### config.mk
export PLATFORM = sky130hd
export DESIGN_NAME = wb_arbiter_flat
export DESIGN_NICKNAME = d
export VERILOG_FILES = /design/src/rtl/wb_arbiter_if.sv /design/src/rtl/wb_arbiter.sv /design/src/flat_wrapper.sv
export SDC_FILE = /design/constraint.sdc
export NUM_CORES = 1
export LEC_CHECK = 0
export ABC_AREA = 1
export CAP_MARGIN = 20
export CORE_AREA = 2 2 130 132
export DETAILED_ROUTE_END_ITERATION = 10
export DIE_AREA = 0 0 132 134
export PLACE_DENSITY = 0.87
export SKIP_CTS_REPAIR_TIMING = 1
export SYNTH_ARGS = -nofsm -noshare
export SYNTH_HDL_FRONTEND = slang
export SYNTH_SLANG_ARGS = --single-unit
### constraint.sdc
create_clock -name clk -period 3.8 [get_ports clk]
set_input_delay 0.57 -clock clk [delete_from_list [all_inputs] [get_ports clk]]
set_output_delay 0.57 -clock clk [all_outputs]
set_load 0.01 [all_outputs]
### src/rtl/wb_arbiter_if.sv
// Write-back arbiter bus: pipeline WB stream, long-unit handshake, scoreboard
// and the register-file write port, grouped for the arbiter and its driver.
interface wb_arbiter_if;
   logic        pipe_valid;
   logic [4:0]  pipe_addr;
   logic [31:0] pipe_data;
   logic        lu_valid;
   logic        lu_ready;
   logic [4:0]  lu_addr;
   logic [31:0] lu_data;
   logic        lu_issue;
   logic [4:0]  lu_issue_addr;
   logic        stall_req;
   logic [31:0] busy_mask;
   logic        reg_write;
   logic [4:0]  write_addr;
   logic [31:0] write_data;

   modport slave (
      input  pipe_valid, pipe_addr, pipe_data,
      input  lu_valid, lu_addr, lu_data, lu_issue, lu_issue_addr,
      output lu_ready, stall_req, busy_mask,
      output reg_write, write_addr, write_data
   );

   modport master (
      output pipe_valid, pipe_addr, pipe_data,
      output lu_valid, lu_addr, lu_data, lu_issue, lu_issue_addr,
      input  lu_ready, stall_req, busy_mask,
      input  reg_write, write_addr, write_data
   );
endinterface

### src/rtl/wb_arbiter.sv
// Write-back arbiter: pipeline results win the register-file port, long-unit
// results queue in a FIFO and fill idle slots. Define WB_SCOREBOARD_EN for busy_mask.
module wb_arbiter #(
   parameter int FIFO_DEPTH   = 4,
   parameter int STARVE_LIMIT = 8
) (
   input  logic         clk,
   input  logic         reset,
   wb_arbiter_if.slave  bus
);
   localparam int PTR_W = (FIFO_DEPTH > 1) ? $clog2(FIFO_DEPTH) : 1;
   localparam int CNT_W = PTR_W + 1;
   localparam int STV_W = $clog2(STARVE_LIMIT + 1);
   localparam logic [CNT_W-1:0] DEPTH_CNT  = CNT_W'(FIFO_DEPTH);
   localparam logic [STV_W-1:0] STARVE_MAX = STV_W'(STARVE_LIMIT);

   logic [4:0]       addr_mem [FIFO_DEPTH];
   logic [31:0]      data_mem [FIFO_DEPTH];

   logic [PTR_W-1:0] wr_ptr_reg, wr_ptr_next;
   logic [PTR_W-1:0] rd_ptr_reg, rd_ptr_next;
   logic [CNT_W-1:0] count_reg, count_next;
   logic [STV_W-1:0] starve_reg, starve_next;
   logic             reg_write_reg, reg_write_next;
   logic [4:0]       write_addr_reg, write_addr_next;
   logic [31:0]      write_data_reg, write_data_next;

   logic             fifo_empty, fifo_full, pipe_win, push, pop;
   logic [4:0]       head_addr;
   logic [31:0]      head_data;

   assign fifo_empty = (count_reg == '0);
   assign fifo_full  = (count_reg == DEPTH_CNT);
   assign pipe_win   = bus.pipe_valid && (bus.pipe_addr != 5'd0);
   assign push       = bus.lu_valid && !fifo_full;
   assign pop        = !pipe_win && !fifo_empty;

   // The head is read straight into the output register, which acts as the RAM read register.
   assign head_addr  = addr_mem[rd_ptr_reg];
   assign head_data  = data_mem[rd_ptr_reg];

   assign bus.lu_ready   = !fifo_full;
   assign bus.stall_req  = fifo_full || (starve_reg == STARVE_MAX);
   assign bus.reg_write  = reg_write_reg;
   assign bus.write_addr = write_addr_reg;
   assign bus.write_data = write_data_reg;

   always_comb begin
      wr_ptr_next     = wr_ptr_reg;
      rd_ptr_next     = rd_ptr_reg;
      count_next      = count_reg;
      starve_next     = starve_reg;
      reg_write_next  = 1'b0;
      write_addr_next = 5'd0;
      write_data_next = 32'd0;

      if (push) wr_ptr_next = wr_ptr_reg + PTR_W'(1);
      if (pop)  rd_ptr_next = rd_ptr_reg + PTR_W'(1);

      case ({push, pop})
         2'b10:   count_next = count_reg + CNT_W'(1);
         2'b01:   count_next = count_reg - CNT_W'(1);
         default: count_next = count_reg;
      endcase

      if (pop || fifo_empty)
         starve_next = '0;
      else if (starve_reg != STARVE_MAX)
         starve_next = starve_reg + STV_W'(1);

      if (pipe_win) begin
         reg_write_next  = 1'b1;
         write_addr_next = bus.pipe_addr;
         write_data_next = bus.pipe_data;
      end else if (pop && (head_addr != 5'd0)) begin
         // An entry for register 0 is still consumed but produces an empty slot.
         reg_write_next  = 1'b1;
         write_addr_next = head_addr;
         write_data_next = head_data;
      end
   end

   always_ff @(posedge clk) begin
      if (push) begin
         addr_mem[wr_ptr_reg] <= bus.lu_addr;
         data_mem[wr_ptr_reg] <= bus.lu_data;
      end
   end

   always_ff @(posedge clk) begin
      if (reset) begin
         wr_ptr_reg     <= '0;
         rd_ptr_reg     <= '0;
         count_reg      <= '0;
         starve_reg     <= '0;
         reg_write_reg  <= 1'b0;
         write_addr_reg <= 5'd0;
         write_data_reg <= 32'd0;
      end else begin
         wr_ptr_reg     <= wr_ptr_next;
         rd_ptr_reg     <= rd_ptr_next;
         count_reg      <= count_next;
         starve_reg     <= starve_next;
         reg_write_reg  <= reg_write_next;
         write_addr_reg <= write_addr_next;
         write_data_reg <= write_data_next;
      end
   end

`ifdef WB_SCOREBOARD_EN
   logic [31:0] busy_reg, busy_next;

   assign busy_next[0] = 1'b0;
   // Set is checked first so a re-issue on the popping edge keeps the bit.
   for (genvar gi = 1; gi < 32; gi++) begin : g_busy
      assign busy_next[gi] = (bus.lu_issue && (bus.lu_issue_addr == 5'(gi))) ||
                             (busy_reg[gi] && !(pop && (head_addr == 5'(gi))));
   end

   always_ff @(posedge clk) begin
      if (reset) busy_reg <= 32'd0;
      else       busy_reg <= busy_next;
   end

   assign bus.busy_mask = busy_reg;
`else
   logic unused_issue;
   assign unused_issue  = ^{bus.lu_issue, bus.lu_issue_addr};
   assign bus.busy_mask = 32'd0;
`endif
endmodule

### src/flat_wrapper.sv
// flat-port wrapper written by rule: the top's interface ports become plain ports
module wb_arbiter_flat 
#(
   parameter int FIFO_DEPTH   = 4,
   parameter int STARVE_LIMIT = 8
)
  (clk, reset, bus_pipe_valid, bus_pipe_addr, bus_pipe_data, bus_lu_valid, bus_lu_addr, bus_lu_data, bus_lu_issue, bus_lu_issue_addr, bus_lu_ready, bus_stall_req, bus_busy_mask, bus_reg_write, bus_write_addr, bus_write_data);
  wb_arbiter_if bus_i ();
  input  logic clk;
  input  logic reset;
  input wire logic [$bits(bus_i.pipe_valid)-1:0] bus_pipe_valid;
  input wire logic [$bits(bus_i.pipe_addr)-1:0] bus_pipe_addr;
  input wire logic [$bits(bus_i.pipe_data)-1:0] bus_pipe_data;
  input wire logic [$bits(bus_i.lu_valid)-1:0] bus_lu_valid;
  input wire logic [$bits(bus_i.lu_addr)-1:0] bus_lu_addr;
  input wire logic [$bits(bus_i.lu_data)-1:0] bus_lu_data;
  input wire logic [$bits(bus_i.lu_issue)-1:0] bus_lu_issue;
  input wire logic [$bits(bus_i.lu_issue_addr)-1:0] bus_lu_issue_addr;
  output wire logic [$bits(bus_i.lu_ready)-1:0] bus_lu_ready;
  output wire logic [$bits(bus_i.stall_req)-1:0] bus_stall_req;
  output wire logic [$bits(bus_i.busy_mask)-1:0] bus_busy_mask;
  output wire logic [$bits(bus_i.reg_write)-1:0] bus_reg_write;
  output wire logic [$bits(bus_i.write_addr)-1:0] bus_write_addr;
  output wire logic [$bits(bus_i.write_data)-1:0] bus_write_data;
  assign bus_i.pipe_valid = bus_pipe_valid;
  assign bus_i.pipe_addr = bus_pipe_addr;
  assign bus_i.pipe_data = bus_pipe_data;
  assign bus_i.lu_valid = bus_lu_valid;
  assign bus_i.lu_addr = bus_lu_addr;
  assign bus_i.lu_data = bus_lu_data;
  assign bus_i.lu_issue = bus_lu_issue;
  assign bus_i.lu_issue_addr = bus_lu_issue_addr;
  assign bus_lu_ready = bus_i.lu_ready;
  assign bus_stall_req = bus_i.stall_req;
  assign bus_busy_mask = bus_i.busy_mask;
  assign bus_reg_write = bus_i.reg_write;
  assign bus_write_addr = bus_i.write_addr;
  assign bus_write_data = bus_i.write_data;
  wb_arbiter #(.FIFO_DEPTH(FIFO_DEPTH), .STARVE_LIMIT(STARVE_LIMIT)) u_core (.clk(clk), .reset(reset), .bus(bus_i));
endmodule
Word level (Yosys, flattened, before mapping)
Memories as Yosys holds them, arrays and structs flattened. A register that Yosys moved wholly into a read port is not among the register bits. Index checks and enable logic that the tools add are counted.

Bits in writable memories: 148. Logic and storage cells: 46. Memories: 2. Register bits: 49. Output and inout bits: 72.

Memories: u_core.data_mem (words 4, width 32, read ports 1, clocked after Yosys merged registers in 1, write ports 1, RTL line wb_arbiter.sv:18) `logic [31:0] data_mem [FIFO_DEPTH];`; u_core.addr_mem (words 4, width 5, read ports 1, clocked after Yosys merged registers in 1, write ports 1, RTL line wb_arbiter.sv:17) `logic [4:0] addr_mem [FIFO_DEPTH];`.

Reduce and logical (&&, ||, !) cells: 14. $add $sub $neg: 5. Equality and inequality tests: 5. Muxes and demuxes: 13.

Operator list (count): $mux 32 (2); $mux 5 (2); $reduce_bool 5->1 (2); $mux 2 (4); $pmux 3 s2 (1); $add 2x1->2 const B (2); $add 4x1->4 const B (1); $eq 4x4->1 const B (1); $logic_and 1x1->1 (4); $mux 1 (4); $ne 4x4->1 const B (1); $add 3x1->3 const B (1); $eq 3x3->1 const B (1); $logic_not 1->1 (3); $logic_not 3->1 (1); $sub 3x1->3 const B (1); $eq 2x1->1 const B (1); $eq 2x2->1 const B (1); $logic_or 1x1->1 (2); $reduce_bool 2->1 (1); $reduce_or 2->1 (1).

Depth between registers and ports, before layout
Depth after elaboration: 7. Depth in mapped cells: 13. Depth with buffers taken out: 12.

Least setup slack after synthesis
OpenSTA, ideal clock, no wires.

Path type: register to register. Start: register u_core.count_reg[0]. End: memory u_core.addr_mem[0][0] (enable). Data required time: 3.369 ns. Data arrival time: 2.340 ns. Slack: 1.028 ns. Path buffers: 0. Clock period less this slack: 2.772 ns. Stages on the path, launching flop included: 5. Path through: dfxtp_1 -> inv_1 -> nand3_1 -> nand2_1 -> nor2_1.

Cells in the longest elaborated chain, start to end: 5.

Ends and longest elaborated chain: start, declared (RTL line wb_arbiter.sv:22) `logic [CNT_W-1:0] count_reg, count_next;`; start signal, assigned (RTL line wb_arbiter.sv:102) `count_reg <= count_next;`; $eq 3x3->1 (RTL line wb_arbiter.sv:33) `assign fifo_full = (count_reg == DEPTH_CNT);`; $logic_not 1->1; via bus_lu_ready (RTL line flat_wrapper.sv:19) `output wire logic [$bits(bus_i.lu_ready)-1:0] bus_lu_ready;`; $logic_and 1x1->1 (RTL line wb_arbiter.sv:35) `assign push = bus.lu_valid && !fifo_full;`; $mux 1 (RTL line wb_arbiter.sv:84) `if (push) begin`; $mux 1 (implied by the code) (RTL line wb_arbiter.sv:85) `addr_mem[wr_ptr_reg] <= bus.lu_addr;`; end, declared (RTL line wb_arbiter.sv:17).

The timed path passes the listed nets, and every way through them passes these cells.

Worst setup path after layout
Start: register u_core.starve_reg[0]. End: output port bus_stall_req.

Cells in the longest elaborated chain, start to end: 2.

Ends and longest elaborated chain: start, declared (RTL line wb_arbiter.sv:23) `logic [STV_W-1:0] starve_reg, starve_next;`; start signal, assigned (RTL line wb_arbiter.sv:103) `starve_reg <= starve_next;`; $eq 4x4->1 (RTL line wb_arbiter.sv:43) `assign bus.stall_req = fifo_full || (starve_reg == STARVE_MAX);`; $logic_or 1x1->1 (RTL line wb_arbiter.sv:43); end, declared (RTL line flat_wrapper.sv:20) `output wire logic [$bits(bus_i.stall_req)-1:0] bus_stall_req;`.

Every way passes these cells.

==> summary.txt <==
Run status
  • Status: finished, final reports clean

Clock network
  • Clk slew on worst S/H paths: 0.07 ns
  • Root Driver: clkbuf_16
  • CTS buffer count: 17
  • CTS max path bufs: 2
  • Sink Count: about 200
  • Worst skew pair latency: 0.44 ns
  • CTS tree: built
  • H-tree depth: 4

Critical path
  • Crit path largest cell delay: 0.54 ns
  • Crit path cell chain: inv_1 > ha_1 > nand3_1 > nand2_1 > clkdlybuf4s50_1
  • Crit Path Max Fanout: 4
  • CP max stage cell: clkdlybuf4s50_1
  • Crit path launch type: flip-flop
  • Setup Crit Path Kind: reg -> out
  • CP Data Arrival Time: 1.87 ns
  • Critical Path RT: 3.23 ns
  • Critical path endpoint category: output pin

Placement
  • Gp weighted congestion: 0.771
  • Buffers on Ports: 117
  • Detail Placement HPWL: approximately 9900 µm
  • Area after DPL: 9200 µm²

Synthesis
  • Compound-Gate Fraction of Synth Area: 7.43%
  • Xor-xnor portion of the synthesized cell area: less than 1%
  • Post-synth EDFFs: 148
  • Top-area cell type share of the netlist area: 55.6%
  • Ys flop type: edfxtp_1
  • Yosys top cell by area: edfxtp_1
  • Post-synth cell types: 27
  • Synthesis Warnings: 0
  • Syn Area/Cell: 11.0 µm²
  • Post-synthesis mux area share: 0%
  • Adder-Cell Fraction of Synth Area: 1.35%
  • Post-synthesis simple-gate area fraction: between 10% and 20%
  • Asr flop ratio synth: 0%
  • Synthesized cell area: 8000 µm²
  • #FFs+latches synth: just under 200
  • Largest family of logic cells by synthesized area: simple AND/OR/NAND/NOR gates
  • Synth Instances: 725
  • Synth area leaders: edfxtp_1 (56%), dfxtp_1 (13%), nor2_1 (6.6%)
  • Sequential area share after synthesis: roughly two thirds

Timing
  • Setup_tns: 0 ns
  • Layout Skew: 0.00913 ns
  • Max Slew Vio Count: 0
  • Worst-Margin Slew: 0.832 ns
  • Crit share post-route: 64.2%
  • Setup Viol. Count Final: 0
  • Final hold vios: 0
  • Max Fclk: 410 MHz
  • Crit path time final: 2.44 ns
  • Slew headroom: roughly 45%
  • Worst hold margin: 0.493 ns
  • RSZ-0062 raised after global routing: false

Drt
  • Via/cell ratio: between 5 and 6
  • Drt wl/cell: 16.1 µm
  • Post-route DRC: 0
  • DRT iter0 DRCs: 530
  • Remaining antenna violation count after routing: 0
  • Final WL: 17,100 µm
  • Iteration count of the initial detailed-routing pass: 5
  • DR vias: 5,529

Final layout
  • Max reg flops: 128
  • Most common cell after layout, fill and taps aside: edfxtp_1
  • Post-layout util: around three fifths
  • Commonest non-fill, non-tap cells in the layout: edfxtp_1 (148), nor2_1 (136), clkdlybuf4s50_1 (116)
  • Layout area overhead: 22.2%
  • Share of cells above drive strength 1: 7.32%
  • Final nets: 926
  • Post-route cell area: about 10000 µm²
  • Filler Cell Count: 1,286
  • Antenna diodes: 0

Worst hold path
  • Hold Crit Class: reg -> reg

Power
  • Leak: 3.65 nW
  • Power, Total: around 5.8 mW
  • P per Cell Area: 593 nW/µm²
  • Maximum VDD drop: 0.384 mV

Floorplan
  • Starting Density: 49.1%
  • Die height: about 130 µm
  • Chip Width: 132 µm
  • # IOs: 156
  • Core area: 16,300 µm²
  • Die ar.: 17,700 µm²
  • # rows: 47

Global routing
  • Global router's overall resource usage: 20.3%
  • Largest net degree at the start of global routing: between 70 and 80
  • First-pass GRT wire length: ~28,000 µm
  • Number of global-route vias before repair: roughly 5,400
  • Gr ovfl total: 0
  • Antenna violations before repair: 1

Run
  • Max-Cap Viols: 0
-- report_power, final --
part           switching, mW  total, mW  leakage, nW  internal (mW)
Combinational          0.905       1.43         1.61          0.524
Clock                  0.818       1.69        0.265          0.874
Sequential            0.0763       2.68         1.78           2.61
Total                   1.80       5.80         3.65           4.00
-- critical path: cells and delay by family, from the launching register on --
| family | cells | cell delay [ns] |
|---|---|---|
| flops | 1 | 0.35 |
| simple gates | 2 | 0.27 |
| buf+inv | 2 | 0.63 |
| fa+ha+maj | 1 | 0.19 |
-- layer usage --
metal	part of all wire (%)	wire length [µm]	vias to the layer above	GRT usage (%)
li1	-	-	2631	-
met1	41	7040	2655	25.3
met4	1.1	193	0	6.76
met5	0	0	-	0
met3	7.1	1210	17	5.22
met2	51	8690	226	34.6
-- logic make-up after synthesis --
family | count (synthesis)
and+or+nand+nor | 304
xor gates and xnor gates | 2
buffers and inverters | 93
AOI/OAI and AO/OA | 118
adders and majority gates | 8
other | 1
DFF | 199
-- cells in the mapped netlist (2+ instances only) --
library cell  instances
buf_6                10
clkbuf_1             10
buf_4                36
nand2_2               3
nand4_1               6
nand2_1             103
inv_2                 3
dfxtp_1              51
nand3_1              45
nor2_1              140
xor2_1                2
a21oi_1              43
nor2_2                2
buf_2                 3
buf_1                10
ha_1                  7
inv_1                21
o21ai_1               4
o21ai_0              70
nor3_1                2
edfxtp_1            148
-- stage by stage --
| stage | setup slack [ns] | cells |
|---|---|---|
| floorplan | 1.03 | 756 |
| global placement | 1.05 | 1034 |
| detailed placement | 0.989 | 1034 |
| CTS | 1.35 | 1066 |
| global route | 1.23 | 1067 |
| finish | 1.36 | 1067 |
-- path summary, 6_finish.rpt --
path / start / end / slack (ns) / cells past startpoint
worst max-delay path: u_core.starve_reg[0] / bus_stall_req / 1.36 / 5
worst min-delay path: u_core.count_reg[2] / u_core.count_reg[2] / 0.49 / 2
worst max register to register: u_core.count_reg[0] / u_core.count_reg[2] / 1.50 / 10
worst min register to register: u_core.count_reg[2] / u_core.count_reg[2] / 0.49 / 2
-- layout make-up --
cell class,count,area [µm²],share of cell area (%)
Clock inverter,14,118,1.20
Inverter,24,90.1,0.921
Sequential cell,199,5470,55.9
Clock buffer,18,439,4.49
Tap cell,220,275,2.81
Multi-Input combinational cell,464,2130,21.8
Timing Repair Buffer,128,1260,12.9
Note: power is estimated with default switching activity, not from simulation.
